--- config.mk ---
export PLATFORM = sky130hd
export DESIGN_NAME = dct_sdat_deser
export DESIGN_NICKNAME = d
export VERILOG_FILES = /design/src/rtl/dct_pkg.sv /design/src/rtl/dct_deser_fifo2.sv /design/src/rtl/dct_sdat_deser.sv
export SDC_FILE = /design/constraint.sdc
export NUM_CORES = 1
export LEC_CHECK = 0
export ABC_AREA = 1
export ABC_CLOCK_PERIOD_IN_PS = 3000
export BUFFER_PORTS_ARGS = -buffer_cell sky130_fd_sc_hd__buf_2
export CORE_MARGIN = 8
export CORE_UTILIZATION = 35
export DETAILED_ROUTE_END_ITERATION = 7
export SYNTH_ARGS = -nofsm -noshare
export SYNTH_HDL_FRONTEND = slang
export SYNTH_SLANG_ARGS = --single-unit
--- constraint.sdc ---
create_clock -name iClk -period 3 [get_ports iClk]
set_input_delay 0.15 -clock iClk [delete_from_list [all_inputs] [get_ports iClk]]
set_output_delay 0.15 -clock iClk [all_outputs]
set_load 0.02 [all_outputs]
--- src/rtl/dct_pkg.sv ---
// Shared constants and helpers for the DCT coefficient link: size codes and row length mapping.
`default_nettype none

package dct_pkg;

  localparam int MAX_N = 32;
  localparam int IDX_W = 5;

  typedef enum logic [2:0] {
    SIZE_4  = 3'd0,
    SIZE_8  = 3'd1,
    SIZE_16 = 3'd2,
    SIZE_32 = 3'd3
  } size_e;

  // Codes above SIZE_32 saturate to a 32-point row.
  function automatic logic [IDX_W:0] size_to_n(input logic [2:0] size);
    logic [1:0] code;
    code = (size > SIZE_32) ? 2'd3 : size[1:0];
    return (IDX_W+1)'(4) << code;
  endfunction

  function automatic logic [IDX_W-1:0] size_to_last_idx(input logic [2:0] size);
    logic [IDX_W:0] n_m1;
    n_m1 = size_to_n(size) - (IDX_W+1)'(1);
    return n_m1[IDX_W-1:0];
  endfunction

endpackage

`default_nettype wire

--- src/rtl/dct_deser_fifo2.sv ---
// Two-entry FIFO of {data, idx, last}; slot 0 is always the head so outputs come straight from flops.
`default_nettype none

module dct_deser_fifo2
  import dct_pkg::*;
#(
  parameter int WIDTH = 16
) (
  input  logic             clk,
  input  logic             rst,
  input  logic             push,
  input  logic [WIDTH-1:0] push_data,
  input  logic [IDX_W-1:0] push_idx,
  input  logic             push_last,
  input  logic             pop,
  output logic [WIDTH-1:0] head_data,
  output logic [IDX_W-1:0] head_idx,
  output logic             head_last,
  output logic             full,
  output logic             empty
);

  localparam int ENTRY_W = WIDTH + IDX_W + 1;

  logic [ENTRY_W-1:0] slot0;
  logic [ENTRY_W-1:0] slot1;
  logic [1:0]         count;
  logic               pop_ok;
  logic               push_ok;
  logic [1:0]         count_after_pop;
  logic [ENTRY_W-1:0] push_entry;

  assign empty           = (count == 2'd0);
  assign full            = (count == 2'd2);
  assign pop_ok          = pop && !empty;
  assign push_ok         = push && (!full || pop_ok);
  assign count_after_pop = count - {1'b0, pop_ok};
  assign push_entry      = {push_data, push_idx, push_last};

  always_ff @(posedge clk or posedge rst) begin
    if (rst) begin
      slot0 <= '0;
      slot1 <= '0;
      count <= 2'd0;
    end else begin
      if (pop_ok) begin
        slot0 <= slot1;
      end
      // A push into an empty-after-pop FIFO lands in the head slot, overriding the shift.
      if (push_ok) begin
        if (count_after_pop == 2'd0) begin
          slot0 <= push_entry;
        end else begin
          slot1 <= push_entry;
        end
      end
      count <= count_after_pop + {1'b0, push_ok};
    end
  end

  assign head_data = slot0[ENTRY_W-1 -: WIDTH];
  assign head_idx  = slot0[IDX_W:1];
  assign head_last = slot0[0];

endmodule

`default_nettype wire

--- src/rtl/dct_sdat_deser.sv ---
// Serial-to-parallel receiver for the DCT coefficient link with row indexing and fault flags.
// Define DCT_DESER_PARITY_EN to expect an even-parity bit after each word.
`default_nettype none

module dct_sdat_deser
  import dct_pkg::*;
#(
  parameter int WIDTH = 16
) (
  input  logic             iClk,
  input  logic             iRst,
  input  logic             iSDAT,
  input  logic             iSVAL,
  input  logic [2:0]       iSize,
  input  logic             iReady,
  output logic [WIDTH-1:0] oData,
  output logic             oValid,
  output logic [IDX_W-1:0] oIdx,
  output logic             oLast,
  output logic             oErr,
  output logic             oOvf,
  output logic             oBusy
);

`ifdef DCT_DESER_PARITY_EN
  localparam int PERIOD = WIDTH + 1;
`else
  localparam int PERIOD = WIDTH;
`endif
  localparam int CNT_W = 6;

  logic [WIDTH-1:0] sreg;
  logic [CNT_W-1:0] bit_cnt;
  logic [IDX_W-1:0] row_idx;
  logic [IDX_W-1:0] last_idx;
  logic             stg_valid;
  logic [WIDTH-1:0] stg_data;
  logic [IDX_W-1:0] stg_idx;
  logic             stg_last;
  logic             err_q;
  logic             ovf_q;

  logic             row_start;
  logic             word_end;
  logic             at_last;
  logic [WIDTH-1:0] word_data;
  logic             par_ok;
  logic             fifo_full;
  logic             fifo_empty;
  logic             fifo_pop;
  logic             overflow;

  assign row_start = (bit_cnt == '0) && (row_idx == '0);
  assign word_end  = iSVAL && (bit_cnt == CNT_W'(PERIOD - 1));
  assign at_last   = (row_idx == last_idx);

`ifdef DCT_DESER_PARITY_EN
  assign word_data = sreg;
  assign par_ok    = ((^sreg) == iSDAT);
`else
  assign word_data = {sreg[WIDTH-2:0], iSDAT};
  assign par_ok    = 1'b1;
`endif

  assign oValid   = !fifo_empty;
  assign fifo_pop = oValid && iReady;
  // Completions are at least two cycles apart, so the staging register is always free here.
  assign overflow = word_end && par_ok && fifo_full && !fifo_pop;

  always_ff @(posedge iClk or posedge iRst) begin
    if (iRst) begin
      sreg      <= '0;
      bit_cnt   <= '0;
      row_idx   <= '0;
      last_idx  <= '0;
      stg_valid <= 1'b0;
      stg_data  <= '0;
      stg_idx   <= '0;
      stg_last  <= 1'b0;
      err_q     <= 1'b0;
      ovf_q     <= 1'b0;
    end else begin
      err_q     <= 1'b0;
      ovf_q     <= 1'b0;
      stg_valid <= 1'b0;
      if (iSVAL) begin
        if (row_start) begin
          last_idx <= size_to_last_idx(iSize);
        end
        if (bit_cnt < CNT_W'(WIDTH)) begin
          sreg <= {sreg[WIDTH-2:0], iSDAT};
        end
        if (word_end) begin
          bit_cnt <= '0;
          row_idx <= at_last ? '0 : row_idx + 1'b1;
          if (!par_ok) begin
            err_q <= 1'b1;
          end else if (overflow) begin
            ovf_q <= 1'b1;
          end else begin
            stg_valid <= 1'b1;
            stg_data  <= word_data;
            stg_idx   <= row_idx;
            stg_last  <= at_last;
          end
        end else begin
          bit_cnt <= bit_cnt + 1'b1;
        end
      end else if (bit_cnt != '0) begin
        bit_cnt <= '0;
        row_idx <= '0;
        err_q   <= 1'b1;
      end
    end
  end

  dct_deser_fifo2 #(
    .WIDTH(WIDTH)
  ) u_fifo (
    .clk       (iClk),
    .rst       (iRst),
    .push      (stg_valid),
    .push_data (stg_data),
    .push_idx  (stg_idx),
    .push_last (stg_last),
    .pop       (fifo_pop),
    .head_data (oData),
    .head_idx  (oIdx),
    .head_last (oLast),
    .full      (fifo_full),
    .empty     (fifo_empty)
  );

  assign oErr  = err_q;
  assign oOvf  = ovf_q;
  assign oBusy = (bit_cnt != '0) || (row_idx != '0);

endmodule

`default_nettype wire
# Word level (Yosys, flattened, before mapping)
# Index checks and enable logic that the tools add are counted.
# op_classes
add_sub_neg	5
n_lt_le_gt_ge	2
eq_ne	4
shifts	1
muxes	19
bitwise	2
reduce_logical	24
# ops
operator	n
22-bit 2-to-1 mux	3
5-bit 2-to-1 mux	4
6-bit 2-to-1 mux	3
1-bit 2-to-1 mux	8
2-bit AND reduction	4
1-bit logical AND	7
6-bit by 1-bit adder with 6-bit output (second input constant)	1
6-bit by 4-bit equality test with 1-bit output (second input constant)	1
6-bit logical NOT	1
6-bit by 5-bit < comparator with 1-bit output (second input constant)	1
6-bit nonzero test	1
5-bit by 1-bit adder with 5-bit output (second input constant)	1
5-bit equality test	1
5-bit logical NOT	1
5-bit nonzero test	1
3-bit by 2-bit left shift with 5-bit output (first input constant)	1
5-bit by 1-bit subtractor with 5-bit output (second input constant)	1
2-bit logical NOT	2
3-bit by 2-bit > comparator with 1-bit output (second input constant)	1
1-bit logical NOT	3
3-bit AND reduction	1
2-bit by 1-bit adder with 2-bit output	1
2-bit equality test (second input constant)	1
1-bit logical OR	2
5 further kinds	6
# totals
register_bits	102
in_bits	8
out_inout_bits	26
elab_cells	70

# Logic depth before layout (Yosys ltp)
# Gate-level depths: netlist (run 1).
# depth
ltp_word	8
ltp_mapped	12

# Modules after synthesis
# From an unflattened synthesis (run 1), not the netlist that was laid out.
# unflattened
cells_unflattened	553
hier_area_um2	4754.6
# by_module_without_submodules
mod	n_inst	cells_each	area_each_um2	seq_area_each_um2
dct_sdat_deser	1	258	2471.1	1376.3
dct_deser_fifo2	1	295	2283.4	1151.1

# Worst setup path before layout (run 1)
# OpenSTA, ideal clock, no wires.
# synth_timing
path_kind	register to register
start	register u_fifo.count[1]
end	register u_fifo.slot0[11]
arrival_time_ps	1931
slack_ps	942
path_stages_with_launch	13
synth_period_minus_slack_ps	2058
cell_sequence	dfrtp_1 inv_2 nand2_1 nand2_1 inv_2 buf_4 ha_1 xor2_2 nor2_1 nand2_4 buf_6 nand2_1 o21ai_0
# synth_via
elab_chain_len	8
elab_cells_between_ends	13
# synth_rtl
element	line_no	text
start, declared	dct_deser_fifo2.sv:27	logic [1:0] count;
start signal, assigned	dct_deser_fifo2.sv:57	count <= count_after_pop + {1'b0, push_ok};
2-bit logical NOT *	dct_deser_fifo2.sv:33	assign empty = (count == 2'd0);
1-bit logical NOT *	dct_sdat_deser.sv:65	assign oValid = !fifo_empty;
named net oValid	dct_sdat_deser.sv:17	output logic oValid,
1-bit logical AND	dct_sdat_deser.sv:66	assign fifo_pop = oValid && iReady;
1-bit logical AND *	dct_deser_fifo2.sv:35	assign pop_ok = pop && !empty;
2-bit by 1-bit subtractor with 2-bit output	dct_deser_fifo2.sv:37	assign count_after_pop = count - {1'b0, pop_ok};
2-bit logical NOT	dct_deser_fifo2.sv:51	if (count_after_pop == 2'd0) begin
22-bit 2-to-1 mux	dct_deser_fifo2.sv:51	
22-bit 2-to-1 mux *	dct_deser_fifo2.sv:50	if (push_ok) begin
end signal, assigned	dct_deser_fifo2.sv:47	slot0 <= slot1;
end signal, assigned	dct_deser_fifo2.sv:52	slot0 <= push_entry;
end, declared	dct_deser_fifo2.sv:25	logic [ENTRY_W-1:0] slot0;
# The timed path passes the listed nets; every way through them passes the cells marked *.
# A chain may end at the register's enable or synchronous reset.

# Worst setup path in the final report (run 1)
# layout_timing
start	register u_fifo.count[1]
end	register u_fifo.slot0[4]
# layout_via
elab_chain_len	8
elab_cells_between_ends	13
# layout_rtl
element	line_no
2-bit logical NOT	dct_deser_fifo2.sv:33
1-bit logical NOT	dct_deser_fifo2.sv:35, dct_sdat_deser.sv:65
1-bit logical AND	dct_sdat_deser.sv:66
1-bit logical AND	dct_deser_fifo2.sv:35
2-bit by 1-bit subtractor with 2-bit output	dct_deser_fifo2.sv:37
2-bit logical NOT	dct_deser_fifo2.sv:51
22-bit 2-to-1 mux	dct_deser_fifo2.sv:51
22-bit 2-to-1 mux *	dct_deser_fifo2.sv:50
# Every way passes the cells marked *; elsewhere a longest branch is shown, timed or not.

==> results.toml, run 1 <==
[route]
wl_per_cell_um = 11.8
drt_iter0_markers = 179
routed_via_density = 4.44
dr.pass1.iters = 4
drcViolationCount = 0
antenna_left = 0
vias = 3154
finalWirelength_mm = 8.41

[power_and_ir_drop]
p_leak_nw = 2.55
power_density_nw_per_um2 = 667
vdd_drop_max_mv = 0.346

[grt]
grtUsageTotal = 0.107
grt_max_degree = 67
overflow = 0
antenna_found_initial = 0
grt_pass1_wl_mm = 14.5
grt_pass1_vias = 3064

[timing]
fin_tns_setup_ps = 0
setup_violations = 0
rsz0062_at_grt = "no"
clock-skew-final_ps = 8.42
slew_headroom = 0.431
fin_crit_sh = 0.756
drv_slew = 0
finalCriticalPeriod_ps = 2270
holdWs_ps = -26.8
hold_violations = 29
max_freq_mhz = 441
worst_pin_slew_ps = 851

[floorplanning]
ios = 34
rows = 41
die_area_um2 = 16800
die_x_um = 130
die-height_um = 130
initial_core_util = 0.357
core_area_um2 = 12600

[critical_path]
cp.arrival_ps = 2510
setup.worst_path.end_class = "flip-flop"
critical_path.startpoint_type = "flip-flop"
crit_required_ps = 3250
critical_path_class = "reg2reg"
crit_fanout = 44

[logic_synthesis]
ys_types = 29
synthTopCellsByArea = "dfrtp_1, nand2_1, o21ai_0, inv_1, o21ai_2"
synth_top_area_frac = 0.560
yosysWarningCount = 0
yosys_register_bits = 101
yosysTopAreaCell = "dfrtp_1"
syn_nets = 522
syn_area_um2 = 4510
seq_area_frac_synth = 0.560
synth_cells = 508
syn_avg_cell_area_um2 = 8.88

[run]
maxCapViolCount = 0

[final_layout]
syn_to_final_growth_pct = 13.3
fillers = 1295
nets = 548
diodes = 0
fin_cells = 711
drive_gt1_frac = 0.156

[outcome]
status = "complete, but fails checks"
violations = "negative hold slack"

[clock_network]
cts.sinks = 101
cts_made_buffers = 9
post_cts_resize_count = 0
cts_tree = "yes"
cts_setup_buffers = 0
cts_hold_buf = 0
clock_latency_ps = 340
clk_path_buf_depth = 2
h-tree-depth = 3
ctsRootBufferMaster = "clkbuf_16"
clkTransAtPathRegs_ps = 70

[place]
port_buffers = 33
dp_hpwl_mm = 5.61
dp_cells = 695
gp_congestion = 0.797

[min_path]
holdCritPathClass = "in2async"
[flip-flops by register name, indices dropped and copies added (netlist names)]
name / cells
oOvf: 1
u_fifo.slot1: 22
oErr: 1
sreg: 15
stg_last: 1
row_idx: 5
last_idx: 4
bit_cnt: 6
stg_valid: 1
u_fifo.count: 2
stg_idx: 5
u_fifo.slot0: 22
stg_data: 16
[metal layers]
layer  part of all wire  global-route usage
met1               0.50               0.139
met2               0.44               0.166
met3              0.047              0.0279
met4              0.016              0.0471
met5                  0                   0
[metrics by stage]
| stage | cell area [um^2] | power, mW | utilization | setup WS, ps |
|---|---|---|---|---|
| 6_report | 5110 | 3.41 | 0.405 | 733 |
| 5_1_grt | 5110 | 3.59 | 0.405 | 526 |
| 4_1_cts | 5110 | 3.46 | 0.405 | 708 |
| 3_5_place_dp | 4740 | 2.03 | 0.376 | 736 |
| 3_3_place_gp | 4740 | 2.01 | 0.376 | 900 |
| 2_1_floorplan | 4510 | 1.90 | - | 203 |
[worst max-delay path, cell delays in order, from the launching register on]
cell and delay, ps:
dfrtp_1 410, inv_2 60, nand2_1 70, nand2_1 80, inv_2 320, ha_1 280, xor2_2 270, nor2_1 120
nand2_4 340, nand2_1 100, o21ai_0 110
[where the power goes]
| group | internal, mW | switching (mW) |
|---|---|---|
| clock network | 0.905 | 0.507 |
| registers | 1.45 | 0.0660 |
| logic | 0.139 | 0.340 |
[final timing paths]
| check | cells after the start | slack, ps | end | from |
|---|---|---|---|---|
| max reg2reg | 10 | 730 | u_fifo.slot0[4] | u_fifo.count[1] |
| min reg2reg | 2 | 490 | u_fifo.slot1[5] | u_fifo.slot1[5] |
| max in group asynchronous | 3 | 2320 | u_fifo.slot1[5] | iRst |
| min in group iClk | 3 | 90 | stg_data[0] | iSDAT |
| min | 2 | -30 | u_fifo.slot1[4] | iRst |
| max | 10 | 730 | u_fifo.slot0[4] | u_fifo.count[1] |
[kinds of logic (layout without fill, tap and decap cells)]
family,count (synthesis),after routing,share of synthesized area
simple gates,221,221,0.199
flops,101,101,0.560
compound gates,91,91,0.118
buf+inv,84,115,0.0946
fa+ha+maj,6,6,0.0166
xor+xnor,5,5,0.0114
[cells in the mapped netlist]
library cell and instances:
xor2_1 3, ha_1 6, dfrtp_1 101, nand2_2 2, xor2_2 1, nor3b_1 1
nand4_1 7, buf_2 3, inv_2 3, inv_4 1, nand3_2 1, buf_8 2
buf_4 2, xnor2_1 1, nand2_4 2, o21ai_0 47, or2_2 1, inv_1 59
a21oi_1 3, nor2_1 9, o21ai_2 17, nand2_1 185, nand3_1 10, buf_6 10
o21ai_4 1, clkbuf_1 4, nor2_2 2, o21ai_1 23, nor3_1 1
[area by class of cell]
type	instances	area [um^2]	area share
multi-input cells	323	1560	0.304
inverters	63	241	0.0472
flip-flops and latches	101	2530	0.494
clock inverters	7	146	0.0286
well taps	172	215	0.0421
clock buffers	9	225	0.0441
repair buffers	36	200	0.0392
[cell usage in the layout, fill, tap and decap left out, drive strengths merged]
cell / instances
a21oi: 3
buf: 36
bufinv: 4
clkbuf: 9
clkinv: 2
dfrtp: 101
ha: 6
inv: 64
nand2: 189
nand3: 11
nand4: 7
nor2: 11
nor3: 1
nor3b: 1
o21ai: 88
or2: 1
xnor2: 1
xor2: 4
(Power assumes the default switching activity.)
==> inputs of run 2 (changes only) <==
--- a/config.mk
+++ b/config.mk
@@ -5,8 +5,8 @@
 export SDC_FILE = /design/constraint.sdc
 export NUM_CORES = 1
 export LEC_CHECK = 0
-export ABC_AREA = 1
-export ABC_CLOCK_PERIOD_IN_PS = 3000
+export ABC_AREA = 0
+export ABC_CLOCK_PERIOD_IN_PS = 2000
 export BUFFER_PORTS_ARGS = -buffer_cell sky130_fd_sc_hd__buf_2
 export CORE_MARGIN = 8
 export CORE_UTILIZATION = 35
==> constraint.sdc (replaced) <==
create_clock -name iClk -period 2 [get_ports iClk]
set_input_delay 0.1 -clock iClk [delete_from_list [all_inputs] [get_ports iClk]]
set_output_delay 0.1 -clock iClk [all_outputs]
set_load 0.02 [all_outputs]
==> results.toml, run 2 <==
[outcome]
status = "complete, no violations"

[min_path]
min_from = "iSize[2]"
hold_path_end = "last_idx[4]"
min_delay_path_depth = 3
holdCritPathClass = "in2reg"

[critical_path]
r2r_cells = 8
timing.reg2reg.setup_slack_ps = 30
critical_path.startpoint_type = "flip-flop"
cp.arrival_ps = 2210
path_delay_family = "compound AO/OA/AOI/OAI gates"
slowest_stage = "dfrtp_1"
crit_fanout = 8
setup.worst_path.end_class = "flip-flop"
crit_chain = "or2_4 -> nand2_4 -> inv_4 -> ha_4 -> a21o_1 -> a21oi_4 -> buf_6 -> mux2_2"
worst_r2r_endpoint = "u_fifo.slot1[0]"
critical_path_class = "reg2reg"
slowest_delay_ps = 380
crit_required_ps = 2240
critPathBufInv = 2
reg2reg_from = "u_fifo.count[1]"

[grt]
grtUsageTotal = 0.109
antenna_found_initial = 0
grt_pass1_vias = 2790
grt_max_degree = 102
overflow = 0
grt_pass1_wl_mm = 14.0

[power_and_ir_drop]
switching_power_mw = 1.43
p_sw_frac = 0.280
vdd_drop_max_mv = 0.734
intPower_mw = 3.68
clockPowerShare = 0.375
seqPwrFrac = 0.456
power_mw = 5.11
pwr-share-comb = 0.169
power_density_nw_per_um2 = 961
p_leak_nw = 2.65

[route]
drcViolationCount = 0
dr.pass1.iters = 4
antenna_left = 0
wl_per_cell_um = 14.3
routed_via_density = 4.78
finalWirelength_mm = 8.22
drt_iter0_markers = 121
vias = 2740

[logic_synthesis]
synth_top_area_frac = 0.588
syn_avg_cell_area_um2 = 11.6
synth_cells = 371
ys_types = 34
yosys_register_bits = 101
post-synth-top-count-cell = "dfrtp_1"
syn_area_um2 = 4300
yosysTopAreaCell = "dfrtp_1"
synth_common_cells = "dfrtp_1, nand2_1, mux2_2"
ys.flop_type = "dfrtp_1"
postSynth.asyncResetShare = 1.00
yosysWarningCount = 0
seq_area_frac_synth = 0.588
synthTopCellsByArea = "dfrtp_1, mux2_2, nand2_1, mux2i_1, o21ai_0"
synth_edf_count = 0
syn_nets = 385

[clock_network]
cts_tree = "yes"
clock_latency_ps = 350
h-tree-depth = 3
cts_made_buffers = 9
ctsRootBufferMaster = "clkbuf_16"
cts.sinks = 101
clk_path_buf_depth = 2
clkTransAtPathRegs_ps = 70

[timing]
finalCriticalPeriod_ps = 1970
fin_crit_sh = 0.985
hold_violations = 0
fin_tns_setup_ps = 0
max_freq_mhz = 508
setup_violations = 0
rsz0062_at_grt = "yes"
clock-skew-final_ps = 8.10
worst_pin_slew_ps = 525
slew_headroom = 0.650
drv_slew = 0

[final_layout]
syn_to_final_growth_pct = 23.7
layout_commonest_cell = "dfrtp_1"
layout_common_cells = "dfrtp_1, nand2_1, mux2_4, buf_2"
diodes = 0
multi_input_area_um2 = 1850
area.sequential_um2 = 2530
drive_gt1_frac = 0.291
reg_top3 = "u_fifo.slot0 x22, u_fifo.slot1 x22, stg_data x16"
fin_cells = 573
nets = 435
fillers = 1150

[run]
maxCapViolCount = 0

[floorplanning]
die_x_um = 127
die-height_um = 127
rows = 40
core_area_um2 = 12000
ios = 34
die_area_um2 = 16100
initial_core_util = 0.358

[place]
gp_congestion = 0.756
dp_hpwl_mm = 5.47
port_buffers = 33
dp_cells = 555
-- run 2: changes by cell type in the layout (fill, tap and decap cells not counted), sizes merged, moves of 4 or more --
cell,before,now
a21oi,3,8
buf,36,53
inv,64,15
mux2,0,45
mux2i,0,24
nand2,189,77
nand4,7,0
o211ai,0,4
o21ai,88,24
xnor2,1,7
-- run 2: per-stage QoR --
step                setup WS [ps]  area [um^2]  hold slack (ps)  utilization
finish                       29.9         5310             40.8        0.442
global route                -27.5         5310             59.8        0.442
CTS                          12.3         5300             25.0        0.441
detailed placement          -17.1         4950              307        0.412
global placement             14.2         4950              298        0.412
floorplan                    -331         4580              205            -
-- run 2: cell families (layout without fill, tap and decap cells) --
family | Yosys count | after routing | synth area share
adders and majority gates | 6 | 6 | 0.0175
xor gates and xnor gates | 8 | 8 | 0.0163
and+or+nand+nor | 117 | 117 | 0.117
muxes | 69 | 69 | 0.174
buffers and inverters | 28 | 83 | 0.0306
DFF | 101 | 101 | 0.588
AOI/OAI and AO/OA | 42 | 42 | 0.0568
-- run 2: layer usage --
layer  track usage  share of wire
met3        0.0385          0.047
met5             0              0
met4        0.0378          0.014
met1         0.142           0.48
met2         0.165           0.46
-- run 2: how the worst max path moves through the flow --
| stage | startpoint | end | slack (ps) | cells after the start |
|---|---|---|---|---|
| 2_1_floorplan | u_fifo.count[1] | u_fifo.slot1[0] | -330 | 10 |
| 3_3_place_gp | u_fifo.count[1] | u_fifo.slot1[0] | 10 | 8 |
| 3_5_place_dp | u_fifo.count[1] | u_fifo.slot1[0] | -20 | 8 |
| 4_1_cts | u_fifo.count[1] | u_fifo.slot1[0] | 10 | 8 |
| 5_1_grt | u_fifo.count[1] | u_fifo.slot1[0] | -30 | 8 |
| 6_report | u_fifo.count[1] | u_fifo.slot1[0] | 30 | 8 |
-- run 2: final cells by class --
type | instances | share of cell area
clock buffers | 9 | 0.0424
clock inverters | 7 | 0.0193
inverters | 12 | 0.00966
multi-input cells | 242 | 0.347
flip-flops and latches | 101 | 0.476
well taps | 147 | 0.0346
repair buffers | 55 | 0.0709
-- run 2: worst reg2reg max path, delay by kind of cell, from the launching register on --
kind / cells / cell delay, ps
compound gates: 2 / 390
mux: 1 / 340
simple gates: 2 / 330
flops: 1 / 380
fa+ha+maj: 1 / 210
buf+inv: 2 / 220
-- run 2: what timing repair did --
item	in CTS	in global routing
setup buffers	0	0
resized for setup	1	2
setup endpoints to repair	8	22
hold buffers	2	0
endpoints found under the hold margin	102	0
-- run 2: power by group through the flow --
stage | Combinational [mW] | Clock, mW | Sequential, mW
floorplan | 0.694 | 0 | 2.33
global route | 0.965 | 2.06 | 2.35
detailed placement | 0.865 | 0 | 2.37
finish | 0.864 | 1.91 | 2.33
CTS | 0.870 | 1.98 | 2.33
global placement | 0.846 | 0 | 2.37
